File: src/rtl/window_3x3.sv
// 3x3 sliding-window generator for a raster pixel stream.
// Two cascaded line buffers feed the top rows of a 3x3 shift array; a window
// is flagged valid only when all nine taps belong to the current frame.
module window_3x3 #(
  parameter int unsigned WIDTH = 8,
  parameter int unsigned IMG_W = 8,
  parameter int unsigned IMG_H = 8
) (
  input  logic                 clk,
  input  logic                 reset_n,
  input  logic [WIDTH-1:0]     pix_in,
  input  logic                 pix_valid,
  output logic [9*WIDTH-1:0]   win_out,
  output logic                 win_valid,
  output logic                 frame_done
);

  localparam int unsigned CW = $clog2(IMG_W);
  localparam int unsigned RW = $clog2(IMG_H);

  logic [CW-1:0]          col;
  logic [RW-1:0]          row;
  logic [WIDTH-1:0]       buf_a [IMG_W];
  logic [WIDTH-1:0]       buf_b [IMG_W];
  logic [WIDTH-1:0]       tap_a_c;
  logic [WIDTH-1:0]       tap_b_c;
  logic                   col_last_c;
  logic                   row_last_c;
  logic [8:0][WIDTH-1:0]  win;

  // Line buffer taps: slot[col] was written exactly IMG_W accepted pixels ago.
  assign tap_a_c    = buf_a[col];
  assign tap_b_c    = buf_b[col];
  assign col_last_c = (col == CW'(IMG_W - 1));
  assign row_last_c = (row == RW'(IMG_H - 1));
  assign win_out    = win;

  // Cascaded line buffers; contents are never exposed until fully refilled.
  always_ff @(posedge clk) begin
    if (pix_valid) begin
      buf_a[col] <= pix_in;
      buf_b[col] <= tap_a_c;
    end
  end

  // Raster position of the pixel being accepted.
  always_ff @(posedge clk or negedge reset_n) begin
    if (!reset_n) begin
      col <= '0;
      row <= '0;
    end else if (pix_valid) begin
      if (col_last_c) begin
        col <= '0;
        row <= row_last_c ? '0 : row + RW'(1);
      end else begin
        col <= col + CW'(1);
      end
    end
  end

  // 3x3 shift array: each row shifts toward column 0, new column on the right.
  always_ff @(posedge clk or negedge reset_n) begin
    if (!reset_n) begin
      win <= '0;
    end else if (pix_valid) begin
      win[0] <= win[1];
      win[1] <= win[2];
      win[2] <= tap_b_c;
      win[3] <= win[4];
      win[4] <= win[5];
      win[5] <= tap_a_c;
      win[6] <= win[7];
      win[7] <= win[8];
      win[8] <= pix_in;
    end
  end

  // Window qualifiers: valid only once two rows and two columns are in place.
  always_ff @(posedge clk or negedge reset_n) begin
    if (!reset_n) begin
      win_valid  <= 1'b0;
      frame_done <= 1'b0;
    end else begin
      win_valid  <= pix_valid && (row >= RW'(2)) && (col >= CW'(2));
      frame_done <= pix_valid && row_last_c && col_last_c;
    end
  end

endmodule

File: config.mk
export PLATFORM = sky130hd
export DESIGN_NAME = window_3x3
export DESIGN_NICKNAME = d
export VERILOG_FILES = /design/src/rtl/window_3x3.sv
export SDC_FILE = /design/constraint.sdc
export NUM_CORES = 1
export LEC_CHECK = 0
export CAP_MARGIN = 20
export CORE_ASPECT_RATIO = 1.75
export CORE_MARGIN = 4
export CORE_UTILIZATION = 59
export DETAILED_ROUTE_END_ITERATION = 16
export PLACE_DENSITY = 0.85
export RECOVER_POWER = 25
export SETUP_SLACK_MARGIN = 0.5
export SYNTH_ARGS = -nofsm -noshare
export SYNTH_HDL_FRONTEND = slang
export SYNTH_SLANG_ARGS = --single-unit
File: constraint.sdc
create_clock -name clk -period 4.1 [get_ports clk]
set_input_delay 0.41 -clock clk [delete_from_list [all_inputs] [get_ports clk]]
set_output_delay 0.41 -clock clk [all_outputs]
set_load 0.02 [all_outputs]
==> flow_summary.toml, run 1 <==
[run_status]
status = "finished with violations"
failed_checks = "capacitance limit, slew limit"

[worst_setup_path]
path_depth = 3
critical-path-max-stage-delay_ns = 0.99
rr_endpoint = "buf_a[6][3]"
worstPathArrival_ns = 2.79
cpMaxStageDelayCell = "dfrtp_2"
regToRegSetupSlack_ns = 1.49
critPathBufInv = 1
crit_start = "col[1]"
critPathRequiredTime_ns = 4.28
cp_cell_sequence = "nand2_1 > nor2_1 > buf_4"
endpoint = "buf_a[6][3]"
critical_path.top_delay_family = "flip-flops"
critical_path.startpoint_type = "flip-flop"
critPathKind = "reg2reg"
end_kind = "flip-flop"
reg2regPathDepth = 3
cp_max_fo = 41
r2r-start = "col[1]"

[drt]
firstDrtPassIters = 5
vias = 4477
wl_um = 15940
final_antenna_net_count = 0
drc_errors = 0
post_drt_via_cell_ratio = 5.953
drt_iter0_drc = 256
routedWlPerCell_um = 21.20

[placement]
place_congestion = 0.8005
dp_hpwl_um = 10320
port-buffer-count = 84

[floorplanning]
initial_utilization_pct = 60.60
rows = 56
ioPinCount = 85
core-area_um2 = 13450
die-height_um = 163.5
die_w_um = 96.86
die_area_um2 = 15840

[pwr]
netSwitchingFraction_pct = 32.80
p_sw_mw = 2.443
total_power_mw = 7.449
power_frac_clock_pct = 22.5
ir_drop_mv = 0.4722
p_int_mw = 5.006
comb_power_share_pct = 32.8
cellPowerDensity_nw_per_um2 = 764.8
p_seq_share_pct = 44.7
leakage_nw = 3.588

[cells_and_area]
diodes = 0
most-common-layout-cells = "128 x edfxtp_1, 78 x dfrtp_1, 74 x clkdlybuf4s50_1"
mostFrequentLayoutCell = "edfxtp_1"
drive_above_1_share_pct = 23.36
syn2layout_area_growth_pct = 19.48
final_nets = 583

[timing]
worst_pin_slew_ns = 1.926
skew_ns = 0.009793
slew_viol_final = 81
finalSetupViolations = 0
tns_ns = 0
min_period_ns = 2.610
rsz0062_at_grt = "false"
hold_viol = 0
fmax_ghz = 0.3831
finalCritPeriodShare_pct = 63.66
slew_headroom_pct = -28.39

[clock_network]
postCtsResizedCells = 0
cts_tree = "done"
post_cts_buffers = 0
htree_levels = 1
clk_pin_slew_ns = 0.07
cts-root-buf = "clkbuf_16"
ctsHoldBuffers = 0
cts_made_buffers = 18
cts.path.max_buffers = 3
insertion_delay_ns = 0.48
cts.sinks = 208

[synthesis]
synth_edf_count = 128
synth_top_area_share_pct = 47.15
syn_area_um2 = 8153
synth_fp_nets = 498
synth_seq_cells = 208
synthFlopType = "edfxtp_1"
postSynthAreaPerCell_um2 = 16.95
syn_inst = 481
ys_seq_area_share_pct = 71.70
synth_top_area_cell = "edfxtp_1"
async_reset_ff_share_pct = 38.46
synth_area_leaders = "edfxtp_1 47%, dfrtp_1 25%, mux2_2 9.3%"
ys.warnings.count = 0
synth_cell_type_count = 43

[global_route]
grt_usage_pct = 20.39
first_global_vias = 4772
grt_max_degree = 81
grt-ovfl-total = 0
grt_pass1_wl_um = 25570
antenna_found_initial = 0

[min_path]
hp-class = "in2reg"
hold_depth = 2

[flow_run]
maxCapViolCount = 1
flip-flops by register name, summed over array words and instances (netlist names):
register / count
col: 3
win_out: 72
buf_b: 64
frame_done: 1
win_valid: 1
row: 3
buf_a: 64
cell usage after synthesis (2+ instances only):
library cell and n:
nor2_2 2, o21ai_0 10, nor3b_1 4, clkbuf_1 6, a211oi_1 5, mux2i_1 16, buf_4 5, or2_1 3
mux2_4 7, inv_1 4, nor2b_1 3, mux2_2 67, a31oi_1 3, nand2b_1 4, ha_1 6, a22oi_1 17
dfrtp_1 80, nor2_1 13, o22ai_1 2, buf_2 16, a211o_1 2, buf_6 3, o211ai_2 2, a21oi_1 18
nand2_1 11, mux2_1 8, mux4_2 3, a21boi_0 3, o32a_1 3, a221oi_2 6, o22a_1 7, nor3_1 4
edfxtp_1 128
per-stage QoR:
stage                     util (%)  instances  instance area (µm²)  setup WS, ns  hold WS, ns
after CTS                    72.42        752                 9743         1.486       0.1353
final                        72.41        752                 9741         1.490       0.4565
after floorplan                  -        481                 8153         1.363       0.1144
after global placement       67.99        720                 9146         1.655       0.4889
after global routing         72.41        752                 9741         1.348       0.4525
after detailed placement     67.99        720                 9146         1.559       0.4979
logic make-up (layout without fill, tap and decap cells):
| logic type | count (synthesis) | in the layout | share of synthesized area, % |
|---|---|---|---|
| flops | 208 | 208 | 71.70 |
| simple gates | 48 | 48 | 2.931 |
| fa+ha+maj | 6 | 6 | 0.9208 |
| mux | 101 | 101 | 14.44 |
| buf+inv | 35 | 132 | 2.363 |
| compound gates | 83 | 83 | 7.643 |
power by group through the flow:
stage	Clock, mW	Combinational [mW]	Sequential [mW]
after floorplan	0	1.29	3.50
after CTS	1.71	2.47	3.33
after global placement	0	2.34	3.32
after global routing	1.80	2.61	3.39
final	1.67	2.44	3.33
after detailed placement	0	2.44	3.37
worst reg2reg max path, delay by kind of cell (launching register included):
kind	cells	cell delay (ns)
buf+inv	1	0.32
flops	1	0.99
simple gates	2	1.00
worst min path at each step:
| stage | from | to | slack [ns] |
|---|---|---|---|
| CTS | reset_n | row[2] | 0.14 |
| global placement | win_out[28] | win_out[28] | 0.49 |
| finish | pix_valid | win_out[60] | 0.46 |
| floorplan | reset_n | col[0] | 0.11 |
| detailed placement | win_out[50] | win_out[50] | 0.50 |
| global route | pix_valid | win_out[69] | 0.45 |
cell type report:
cell class	instances	area (µm²)
Tap cell	174	217.7
Inverter	5	18.77
Timing Repair Buffer	95	915.9
Sequential cell	208	5848
Multi-Input combinational cell	238	2143
Clock buffer	23	521.8
Clock inverter	9	75.07
Fill cell	819	3712
routing by layer:
| metal | GRT usage (%) | part of all wire [%] |
|---|---|---|
| met5 | 0 | 0 |
| met2 | 37.55 | 55 |
| met4 | 8.243 | 3.2 |
| met1 | 23.61 | 37 |
| met3 | 3.291 | 5.2 |
Power figures use the tool's default switching activity.
==> run 2, diff against run 1 <==
--- a/config.mk
+++ b/config.mk
@@ -8,9 +8,9 @@
 export CAP_MARGIN = 20
 export CORE_ASPECT_RATIO = 1.75
 export CORE_MARGIN = 4
-export CORE_UTILIZATION = 59
+export CORE_UTILIZATION = 56
 export DETAILED_ROUTE_END_ITERATION = 16
-export PLACE_DENSITY = 0.85
+export PLACE_DENSITY = 0.81
 export RECOVER_POWER = 25
 export SETUP_SLACK_MARGIN = 0.5
 export SYNTH_ARGS = -nofsm -noshare
==> constraint.sdc (replaced) <==
create_clock -name clk -period 2.5 [get_ports clk]
set_input_delay 0.25 -clock clk [delete_from_list [all_inputs] [get_ports clk]]
set_output_delay 0.25 -clock clk [all_outputs]
set_load 0.02 [all_outputs]
==> run 2 against run 1 <==
Against the previous run: flip-flop and latch count stayed put; the flow still finishes with violations (capacitance limit, slew limit); count of clock-buffer cells in the layout is 1 higher; non-clock buffer count is 16 higher; utilization is 3.4 points lower; largest power group unchanged; cell count is 2.9% higher; routed wire length is 2.3% lower; total power is 63% higher; sequential power is 57% higher; combinational power is 76% higher.
==> flow_summary.toml, run 2 (synthesized netlist as in run 1, its figures left out) <==
[run_status]
status = "finished with violations"
failed_checks = "capacitance limit, slew limit"

[clock_network]
cts-root-buf = "clkbuf_16"
cts.sinks = 208
htree_levels = 1
cts.path.max_buffers = 3
insertion_delay_ns = 0.48
cts_tree = "done"
cts_made_buffers = 18
clk_pin_slew_ns = 0.07

[worst_setup_path]
worstPathArrival_ns = 2.28
cp_max_fo = 29
end_kind = "flip-flop"
crit_start = "pix_valid"
r2r-start = "col[1]"
critPathRequiredTime_ns = 2.85
critPathKind = "in2reg"
critical_path.startpoint_type = "primary input"

[timing]
finalSetupViolations = 0
fmax_ghz = 0.5205
finalCritPeriodShare_pct = 76.85
skew_ns = 0.01354
slew_viol_final = 30
timing.hold.ws_ns = 0.1874
min_period_ns = 1.921
worst_pin_slew_ns = 1.528
hold_viol = 0
rsz0062_at_grt = "false"
tns_ns = 0
slew_headroom_pct = -1.834

[global_route]
first_global_vias = 4606
antenna_found_initial = 0
grt_max_degree = 45
grt-ovfl-total = 0
grt_pass1_wl_um = 24930
grt_usage_pct = 19.22

[placement]
place_congestion = 0.8167
port-buffer-count = 84
dp_cells = 741
dp_hpwl_um = 10580

[pwr]
ir_drop_mv = 0.6618
cellPowerDensity_nw_per_um2 = 1230
leakage_nw = 3.664
power_frac_clock_pct = 21.5
p_seq_share_pct = 43.2
comb_power_share_pct = 35.3
netSwitchingFraction_pct = 32.62
p_int_mw = 8.174
p_sw_mw = 3.958

[min_path]
min_from = "pix_valid"
hp-class = "in2reg"

[floorplanning]
ioPinCount = 85
die_area_um2 = 16630
die_w_um = 99.21
core-area_um2 = 14300
die-height_um = 167.6
rows = 58
initial_utilization_pct = 57.03

[cells_and_area]
syn2layout_area_growth_pct = 20.95
diodes = 0
stdcell_count = 774
mostFrequentLayoutCell = "edfxtp_1"
final_nets = 599
postLayoutCoreUtil_pct = 68.97
most-common-layout-cells = "128 x edfxtp_1, 78 x dfrtp_1, 74 x clkdlybuf4s50_1"
largest_reg_flops = 72
drive_above_1_share_pct = 24.92

[drt]
wl_um = 15580
post_drt_via_cell_ratio = 5.864
final_antenna_net_count = 0
vias = 4539
firstDrtPassIters = 5
routedWlPerCell_um = 20.13
drc_errors = 0
drt_iter0_drc = 262

[flow_run]
maxCapViolCount = 1
[run 2: cell count changes in the layout (fill, tap and decap cells not counted), sizes merged]
cell,delta
inv,+4
clkinvlp,-1
clkbuf,+2
bufinv,-1
dlygate4sd3,+1
buf,+14
clkinv,-3
[run 2: what timing repair did]
action | CTS | global route
hold buffers | 1 | 0
buffers inserted | 0 | 0
hold endpoints to repair | 42 | 0
resized for setup | 0 | 0
[run 2: path summary, 6_finish.rpt]
check | end | slack, ns | depth (start not counted)
setup / recovery | win_out[47] | 0.58 | 4
hold / removal | win_out[41] | 0.19 | 2
setup reg to reg | buf_b[7][7] | 0.59 | 5
hold reg to reg | win_out[2] | 0.51 | 1
max in group asynchronous | col[2] | 1.20 | 2
min in group asynchronous | win_out[44] | 0.54 | 2
[run 2: critical path, cell delays in order]
cell      delay [ns]
buf_4           0.27
clkbuf_1        1.15
o21ai_0         0.24
o32a_1          0.36
[run 2: cell type report]
cell class	instances	area [µm²]
clock buffer	24	504.2
timing repair buffer	111	1072
clock inverter	8	51.30
tap	180	225.2
sequential	208	5848
inverter	5	18.77
multi-input combinational	238	2141
fill	956	4436
[run 2: per-stage QoR]
stage | instance area (µm²) | worst slack (ns) | total power [mW]
after global placement | 9301 | 0.6279 | 9.439
after global routing | 9861 | 0.4358 | 12.76
after detailed placement | 9301 | 0.6276 | 9.609
after CTS | 9867 | 0.6163 | 12.24
after floorplan | 8179 | 0.3259 | 7.873
final | 9861 | 0.5787 | 12.13
[run 2: power by group through the flow]
stage               combinational (mW)  sequential, mW  clock (mW)
floorplan                         2.13            5.74           0
global placement                  4.18            5.26           0
detailed placement                4.29            5.32           0
CTS                               4.32            5.25        2.67
global route                      4.58            5.34        2.84
finish                            4.29            5.24        2.61
[run 2: routing by layer]
layer | GRT usage (%) | vias to the layer above | share of wire [%]
met2 | 35.01 | 189 | 54
met5 | 0 | - | 0
met4 | 7.313 | 0 | 3.3
li1 | - | 2037 | -
met1 | 22.53 | 2277 | 36
met3 | 2.918 | 36 | 6.3
